<file path="src/rtl/pcm_stream_encoder.sv">
// Two-stage pipelined 13-bit PCM segment encoder with TDM channel tagging and valid/ready flow control.
// Optional build macro PCM_ALAW_INVERT_EN applies G.711 even-bit inversion to out_code.
module pcm_stream_encoder #(
    parameter int unsigned CHANNELS  = 4,
    parameter int unsigned TWOS_COMP = 0,
    parameter int unsigned CH_W      = (CHANNELS > 1) ? $clog2(CHANNELS) : 1
) (
    input  logic            clk,
    input  logic            rst_n,
    input  logic [12:0]     in_data,
    input  logic            in_valid,
    output logic            in_ready,
    input  logic            frame_clr,
    output logic [7:0]      out_code,
    output logic [CH_W-1:0] out_chan,
    output logic            out_sof,
    output logic            out_valid,
    input  logic            out_ready,
    output logic [15:0]     sat_count
);

    localparam int unsigned MAG_W  = 12;
    localparam int unsigned CODE_W = 8;
    localparam int unsigned SAT_W  = 16;
    localparam logic [CH_W-1:0] LAST_CH = CH_W'(CHANNELS - 1);
`ifdef PCM_ALAW_INVERT_EN
    localparam logic [CODE_W-1:0] CODE_MASK = 8'h55;
`else
    localparam logic [CODE_W-1:0] CODE_MASK = 8'h00;
`endif

    logic             s1_valid;
    logic             s1_sign;
    logic             s1_sat;
    logic [MAG_W-1:0] s1_mag;
    logic [CH_W-1:0]  s1_chan;
    logic [CH_W-1:0]  ch_cnt;

    logic             s2_adv;
    logic             s1_adv;
    logic             in_xfer;
    logic             sign_c;
    logic             sat_c;
    logic [MAG_W-1:0] mag_c;
    logic [CH_W-1:0]  tag_c;
    logic [CH_W-1:0]  cnt_next_c;
    logic [2:0]       seg_c;
    logic [3:0]       quant_c;
    logic             unused_mag_lsb;

    assign s2_adv   = !out_valid || out_ready;
    assign s1_adv   = !s1_valid || s2_adv;
    assign in_ready = s1_adv;
    assign in_xfer  = in_valid && s1_adv;

    // The magnitude LSB is below the finest quantiser step
    assign unused_mag_lsb = s1_mag[0];

    // Input format conversion; -4096 has no 12-bit magnitude and saturates
    always_comb begin
        sign_c = in_data[12];
        mag_c  = in_data[11:0];
        sat_c  = 1'b0;
        if (TWOS_COMP != 0 && in_data[12]) begin
            mag_c = MAG_W'(~in_data[11:0]) + MAG_W'(1);
            if (in_data[11:0] == '0) begin
                mag_c = '1;
                sat_c = 1'b1;
            end
        end
    end

    // Channel tag for the accepted sample and next counter value
    always_comb begin
        tag_c      = frame_clr ? '0 : ch_cnt;
        cnt_next_c = frame_clr ? '0 : ch_cnt;
        if (in_xfer) begin
            cnt_next_c = (tag_c == LAST_CH) ? '0 : tag_c + CH_W'(1);
        end
    end

    // Leading-one segment search
    always_comb begin
        seg_c   = 3'd0;
        quant_c = s1_mag[4:1];
        if (s1_mag[11]) begin
            seg_c   = 3'd7;
            quant_c = s1_mag[10:7];
        end else if (s1_mag[10]) begin
            seg_c   = 3'd6;
            quant_c = s1_mag[9:6];
        end else if (s1_mag[9]) begin
            seg_c   = 3'd5;
            quant_c = s1_mag[8:5];
        end else if (s1_mag[8]) begin
            seg_c   = 3'd4;
            quant_c = s1_mag[7:4];
        end else if (s1_mag[7]) begin
            seg_c   = 3'd3;
            quant_c = s1_mag[6:3];
        end else if (s1_mag[6]) begin
            seg_c   = 3'd2;
            quant_c = s1_mag[5:2];
        end else if (s1_mag[5]) begin
            seg_c   = 3'd1;
            quant_c = s1_mag[4:1];
        end
    end

    always_ff @(posedge clk or negedge rst_n) begin
        if (!rst_n) begin
            ch_cnt <= '0;
        end else begin
            ch_cnt <= cnt_next_c;
        end
    end

    // Stage 1: sign, magnitude, tag and saturation flag
    always_ff @(posedge clk or negedge rst_n) begin
        if (!rst_n) begin
            s1_valid <= 1'b0;
            s1_sign  <= 1'b0;
            s1_sat   <= 1'b0;
            s1_mag   <= '0;
            s1_chan  <= '0;
        end else if (s1_adv) begin
            s1_valid <= in_valid;
            if (in_valid) begin
                s1_sign <= sign_c;
                s1_sat  <= sat_c;
                s1_mag  <= mag_c;
                s1_chan <= tag_c;
            end
        end
    end

    // Stage 2: code register, which is also the output interface
    always_ff @(posedge clk or negedge rst_n) begin
        if (!rst_n) begin
            out_valid <= 1'b0;
            out_code  <= '0;
            out_chan  <= '0;
            out_sof   <= 1'b0;
            sat_count <= '0;
        end else if (s2_adv) begin
            out_valid <= s1_valid;
            if (s1_valid) begin
                out_code <= {s1_sign, seg_c, quant_c} ^ CODE_MASK;
                out_chan <= s1_chan;
                out_sof  <= (s1_chan == '0);
                if (s1_sat && sat_count != '1) begin
                    sat_count <= sat_count + SAT_W'(1);
                end
            end
        end
    end

endmodule
</file>
<file path="config.mk">
export PLATFORM = sky130hd
export DESIGN_NAME = pcm_stream_encoder
export DESIGN_NICKNAME = d
export VERILOG_FILES = /design/src/rtl/pcm_stream_encoder.sv
export SDC_FILE = /design/constraint.sdc
export NUM_CORES = 1
export LEC_CHECK = 0
export CORE_MARGIN = 5
export CORE_UTILIZATION = 46
export CTS_BUF_LIST = sky130_fd_sc_hd__clkbuf_8 sky130_fd_sc_hd__clkbuf_16
export DETAILED_ROUTE_END_ITERATION = 7
export GPL_TIMING_DRIVEN = 0
export PLACE_DENSITY_LB_ADDON = 0.15
export SETUP_SLACK_MARGIN = 0.3
export SLEW_MARGIN = 20
export SYNTH_ARGS = -nofsm -noshare
export SYNTH_HDL_FRONTEND = slang
export SYNTH_SLANG_ARGS = --single-unit
</file>
<file path="constraint.sdc">
create_clock -name clk -period 1.6 [get_ports clk]
set_input_delay 0.32 -clock clk [delete_from_list [all_inputs] [get_ports clk]]
set_output_delay 0.32 -clock clk [all_outputs]
set_load 0.02 [all_outputs]
</file>
==> impl_metrics.toml, run 1 <==
[clock_network]
clk_latency_ns = 0.28
htreeDepth = 2
hold_buffers = 0
cts_tree = "done"
cts_made_buffers = 5
root_buffer = "clkbuf_8"
clk_path_buf_depth = 2
tritoncts_num_sinks = 29
clk_pin_slew_ns = 0.06

[cells_and_area]
final_nets = 222
layout_common_cells = "dfrtp_1 (27), buf_4 (22), conb_1 (16), mux2_4 (15), clkdlybuf4s50_1 (13)"
layout_commonest_cell = "dfrtp_1"
final_util_pct = 69.0
diodes = 0
drive_gt1_share_pct = 39.0
final_area_sq_um = 2280
area_growth_pct = 46.6
layout.cells.non_filler = 251

[worst_setup_path]
cp-startpoint = "out_valid"
path_cells = "nand3b_4 -> buf_2"
worstSetupEndpointType = "primary output"
startpoint_type = "flip-flop"
arrival_ns = 0.99
rrSetupSlack_ns = 0.29
crit_type = "reg -> out"
crit_required_ns = 1.28
cp-endpoint = "in_ready"
cp_slowest_cell = "dfrtp_2"
max_stage_delay_ns = 0.45
r2r_end = "out_code[3]"
path_max_fanout = 3
rr_worst_depth = 3
worstReg2RegStart = "s1_mag[6]"

[die]
pin_count = 47
start_util_pct = 47.1
core_sq_um = 3310
die_h_microns = 68.2
dieArea_sq_um = 4650
rows = 21
die_w_microns = 68.2

[sta]
fmax_mhz = 762
setup_viol = 0
rsz0062_at_grt = "true"
finalMaxSlewViolations = 0
hold_viol = 0
fin_crit_sh_pct = 82.0
tightest_slew_ns = 0.629
relSlewSlack_pct = 58.1
period_needed_ns = 1.31
clock_skew_ns = 0.00161

[synth]
synth_cell_types = 33
synth_top_area_cell = "dfrtp_1"
avgSynthCellArea_sq_um = 10.8
synth_top_area_share_pct = 46.6
syn_area_sq_um = 1560
syn_inst = 144
synthTopCellsByArea = "dfrtp_1 (47%), mux2_1 (14%), buf_4 (8.2%)"
synth_seq_cells = 29
synth-seq-area-share_pct = 46.6
ys_warn_count = 0

[outcome]
outcome = "finished, final reports clean"

[grt]
grt_pass1_wl_mm = 5.58
grt_pass1_vias = 1230
grt.total_usage_pct = 16.5
grt_max_degree = 30
grt_overflow_total = 0
antenna_found_initial = 0

[routing]
vias = 1254
vias_per_cell = 5.00
wire_per_inst_microns = 14.3
finalWirelength_mm = 3.58
drt-initial-drc-count = 34
ant_nets = 0
dr.pass1.iters = 4
post-route-drc-count = 0

[place]
dp_hpwl_mm = 2.38
placed_cells = 234
io_buffers = 29
gp_congestion = 0.795
placed_area_sq_um = 1970

[pwr]
p_leak_nw = 1.08
power_density_nw_per_um2 = 1120
ir_drop_v = 0.000830

[min_path]
min_path_type = "in -> async"

[flow_run]
cap_viol_max_count = 0
cell usage after synthesis (all sizes together):
master / instances
dfrtp: 29
buf: 22
mux2: 19
nand2: 12
nor2: 7
nor2b: 7
a21oi: 6
a211oi: 3
nand2b: 3
nor3b: 3
o2111a: 3
o31a: 3
o32ai: 3
a31oi: 2
and2: 2
and2b: 2
clkbuf: 2
inv: 2
nand3: 2
o21ai: 2
a21boi: 1
a41o: 1
conb: 1
nand3b: 1
nor3: 1
o22a: 1
o311ai: 1
or3: 1
or4b: 1
xnor2: 1
cell type report:
cell class | instances | area (sq um)
multi-input combinational | 104 | 851
fill | 259 | 1030
tap | 46 | 57.6
buffer | 24 | 186
clock buffer | 6 | 82.6
timing repair buffer | 38 | 337
sequential | 29 | 728
clock inverter | 2 | 33.8
inverter | 2 | 7.51
metrics by stage:
| step | power, mW | setup WS, ns | hold slack [ns] | setup TNS, ns |
|---|---|---|---|---|
| 2_1_floorplan | 1.41 | 0.302 | 0.0244 | 0 |
| 3_3_place_gp | 1.68 | -0.307 | 0.468 | -7.24 |
| 3_5_place_dp | 1.70 | -0.290 | 0.379 | -1.21 |
| 4_1_cts | 2.48 | 0.200 | 0.0793 | 0 |
| 5_1_grt | 2.70 | 0.246 | 0.109 | 0 |
| 6_report | 2.57 | 0.288 | 0.0551 | 0 |
per-layer routing:
layer / part of all wire, % / GRT usage [%] / up-vias
met1: 40 / 19.4 / 595
met4: 2.3 / 7.44 / 0
li1: - / - / 595
met2: 50 / 27.7 / 53
met5: 0 / 0 / -
met3: 7.7 / 4.76 / 11
report_power, final:
part           switching [mW]  total [mW]  leakage (nW)  internal (mW)
registers               0.104       0.969         0.336          0.865
clock network           0.271       0.771        0.0626          0.500
logic                   0.410       0.826         0.681          0.415
what timing repair did:
action | 4_1_cts | 5_1_grt
cloned | 1 | 0
endpoints found under the setup margin | 27 | 33
setup buffers | 4 | 4
gates resized for setup | 34 | 44
hold endpoints to repair | 0 | 0
pin swaps | 3 | 5
state kept, by name (all words and copies together), names as in the netlist:
register,cells
out_valid,1
s1_sign,1
ch_cnt,2
s1_mag,11
out_code,8
s1_chan,2
s1_valid,1
out_chan,2
out_sof,1
logic make-up after synthesis:
family                    synth area share [%]
xor gates and xnor gates                 0.562
buffers and inverters                     11.6
and+or+nand+nor                           14.7
muxes                                     13.7
AOI/OAI and AO/OA                         12.6
DFF                                       46.6
other                                    0.241
critical path: cells and delay by family (launching register included):
| kind | cells | cell delay [ns] |
|---|---|---|
| flops | 1 | 0.45 |
| buf+inv | 1 | 0.17 |
| simple gates | 1 | 0.10 |
worst min path at each step:
stage	from	end	slack, ns	cells after the start
detailed placement	rst_n	s1_chan[0]	0.38	1
floorplan	rst_n	ch_cnt[0]	0.02	0
global placement	s1_sign	out_code[7]	0.47	1
finish	rst_n	s1_chan[0]	0.06	1
CTS	rst_n	s1_chan[0]	0.08	1
global route	rst_n	s1_chan[0]	0.11	1
Power figures use the tool's default switching activity.
==> run 2: changes to the inputs <==
Clock period 1.6 ns to 1.3 ns, I/O delays scaled along.
==> run 2 against run 1 <==
Effect of this change: the run now ends with hold timing, setup timing left; final area increased by 14%; count of clock-buffer cells in the layout unchanged; register-to-register slack got worse by 0.29 ns; first-iteration DRC count increased by 44%; final cell count increased by 4.8%; largest power group is now combinational cells; critical path type is now reg -> reg; critical path depth increased by 1.
==> impl_metrics.toml, run 2 (synthesis results as in run 1) <==
[outcome]
outcome = "finished, violations left"
violations = "hold timing, setup timing"

[routing]
wl_met2_mm = 2.04
finalWirelength_mm = 4.13
vias_per_cell = 5.03
drt-met1-wl_mm = 1.68
post-route-drc-count = 0
drt-initial-drc-count = 49
wl_met3_microns = 316
vias = 1324
routed.top_layer = "met4"
wire_per_inst_microns = 15.7
dr.pass1.iters = 5
ant_nets = 0

[worst_setup_path]
worstReg2RegStart = "s1_mag[7]"
rr_worst_depth = 3
crit_type = "reg -> reg"
arrival_ns = 1.53
startpoint_type = "flip-flop"
cp-startpoint = "s1_mag[7]"
r2r_end = "out_code[3]"
crit_required_ns = 1.53
rrSetupSlack_ns = -0.007
worstSetupEndpointType = "flip-flop"
cp-endpoint = "out_code[3]"
path_max_fanout = 4

[clock_network]
cts_made_buffers = 5
tritoncts_num_sinks = 29
clk_pin_slew_ns = 0.06
clk_path_buf_depth = 2
clk_latency_ns = 0.28
root_buffer = "clkbuf_8"
htreeDepth = 2
cts_tree = "done"

[cells_and_area]
largest_register = "s1_mag"
layout_common_cells = "buf_4 (29), dfrtp_1 (28), buf_6 (21), mux2_4 (19), conb_1 (16)"
diodes = 0
layout_commonest_cell = "buf_4"
final_nets = 235
drive_gt1_share_pct = 49.8
top_regs = "s1_mag: 11 flops, out_code: 8 flops"
layout.cells.non_filler = 263
largest_register_ffs = 11
final_area_sq_um = 2600
area_growth_pct = 67.1
n_fill_cell = 204

[grt]
grt_pass1_wl_mm = 6.37
grt_max_degree = 30
grt.total_usage_pct = 19.1
grt_overflow_total = 0
grt_pass1_vias = 1294
antenna_found_initial = 0

[sta]
hold_viol = 3
fin_crit_sh_pct = 101
tightest_slew_ns = 0.639
tns_ns = -0.00988
relSlewSlack_pct = 57.4
fin_ws_ns = -0.00682
finalMaxSlewViolations = 0
clock_skew_ns = 0.0111
timing.hold.ws_ns = -0.0109
period_needed_ns = 1.31
setup_viol = 2
fmax_mhz = 765
rsz0062_at_grt = "true"

[pwr]
power.total_mw = 3.33
ir_drop_v = 0.000920
p_leak_nw = 1.23
power_density_nw_per_um2 = 1280

[die]
die_w_microns = 68.2
dieArea_sq_um = 4650
core_sq_um = 3310
die_h_microns = 68.2
pin_count = 47
rows = 21
start_util_pct = 47.1

[place]
gp_congestion = 0.824
placed_area_sq_um = 2030
pre_cts_slack_ns = -0.492
io_buffers = 29
placed_cells = 234
dp_hpwl_mm = 2.52

[min_path]
min_path_type = "in -> async"

[flow_run]
cap_viol_max_count = 0
==> run 2: cell types whose count changed in the layout (fill, tap and decap cells not counted), moves of 2 or more <==
cell / before / now
clkdlybuf4s15_1: 4 / 0
clkbuf_2: 8 / 0
buf_6: 3 / 21
buf_4: 22 / 29
buf_2: 4 / 1
mux2_4: 15 / 19
a21oi_1: 6 / 4
buf_12: 0 / 3
mux2_1: 4 / 0
==> run 2: critical path: stages, from the launching register on <==
cell and delay, ns:
dfrtp_1 0.42, or4b_4 0.53, o311ai_2 0.10, a41o_1 0.20
==> run 2: timing repair <==
item                       4_1_cts  5_1_grt
gates resized for setup        115       19
hold buffers                     0        0
setup buffers                   17        3
pin swaps                        6        7
gates cloned                     2        0
setup endpoints to repair       41       41
==> run 2: area by class of cell <==
class / count / area (sq um) / share of cell area, %
Multi-Input combinational cell: 104 / 960 / 36.9
Clock inverter: 1 / 3.75 / 0.144
Sequential cell: 29 / 727 / 27.9
Buffer: 24 / 218 / 8.37
Clock buffer: 6 / 82.6 / 3.17
Tap cell: 46 / 57.6 / 2.21
Inverter: 2 / 7.51 / 0.288
Timing Repair Buffer: 51 / 547 / 21.0
==> run 2: power breakdown <==
part           switching (mW)  internal [mW]
registers               0.155           1.07
logic                   0.591          0.775
clock network           0.332          0.411
==> run 2: per-layer routing <==
| layer | vias to the layer above | track usage [%] |
|---|---|---|
| li1 | 622 | - |
| met1 | 627 | 23.5 |
| met2 | 64 | 31.3 |
| met3 | 11 | 5.58 |
| met4 | 0 | 7.69 |
| met5 | - | 0 |
==> run 2: how the worst min path moves through the flow <==
| stage | end | cells after the start | slack, ns |
|---|---|---|---|
| detailed placement | out_code[2] | 1 | 0.32 |
| global route | out_code[0] | 1 | 0.05 |
| CTS | out_code[2] | 1 | 0.02 |
| global placement | out_sof | 1 | 0.47 |
| finish | out_code[0] | 1 | -0.01 |
| floorplan | ch_cnt[0] | 0 | -0.04 |
==> run 2: stage by stage <==
stage          hold slack, ns  utilization, %
2_1_floorplan         -0.0356               -
3_3_place_gp            0.475            61.5
3_5_place_dp            0.324            61.4
4_1_cts                0.0183            74.8
5_1_grt                0.0522            78.6
6_report              -0.0109            78.6
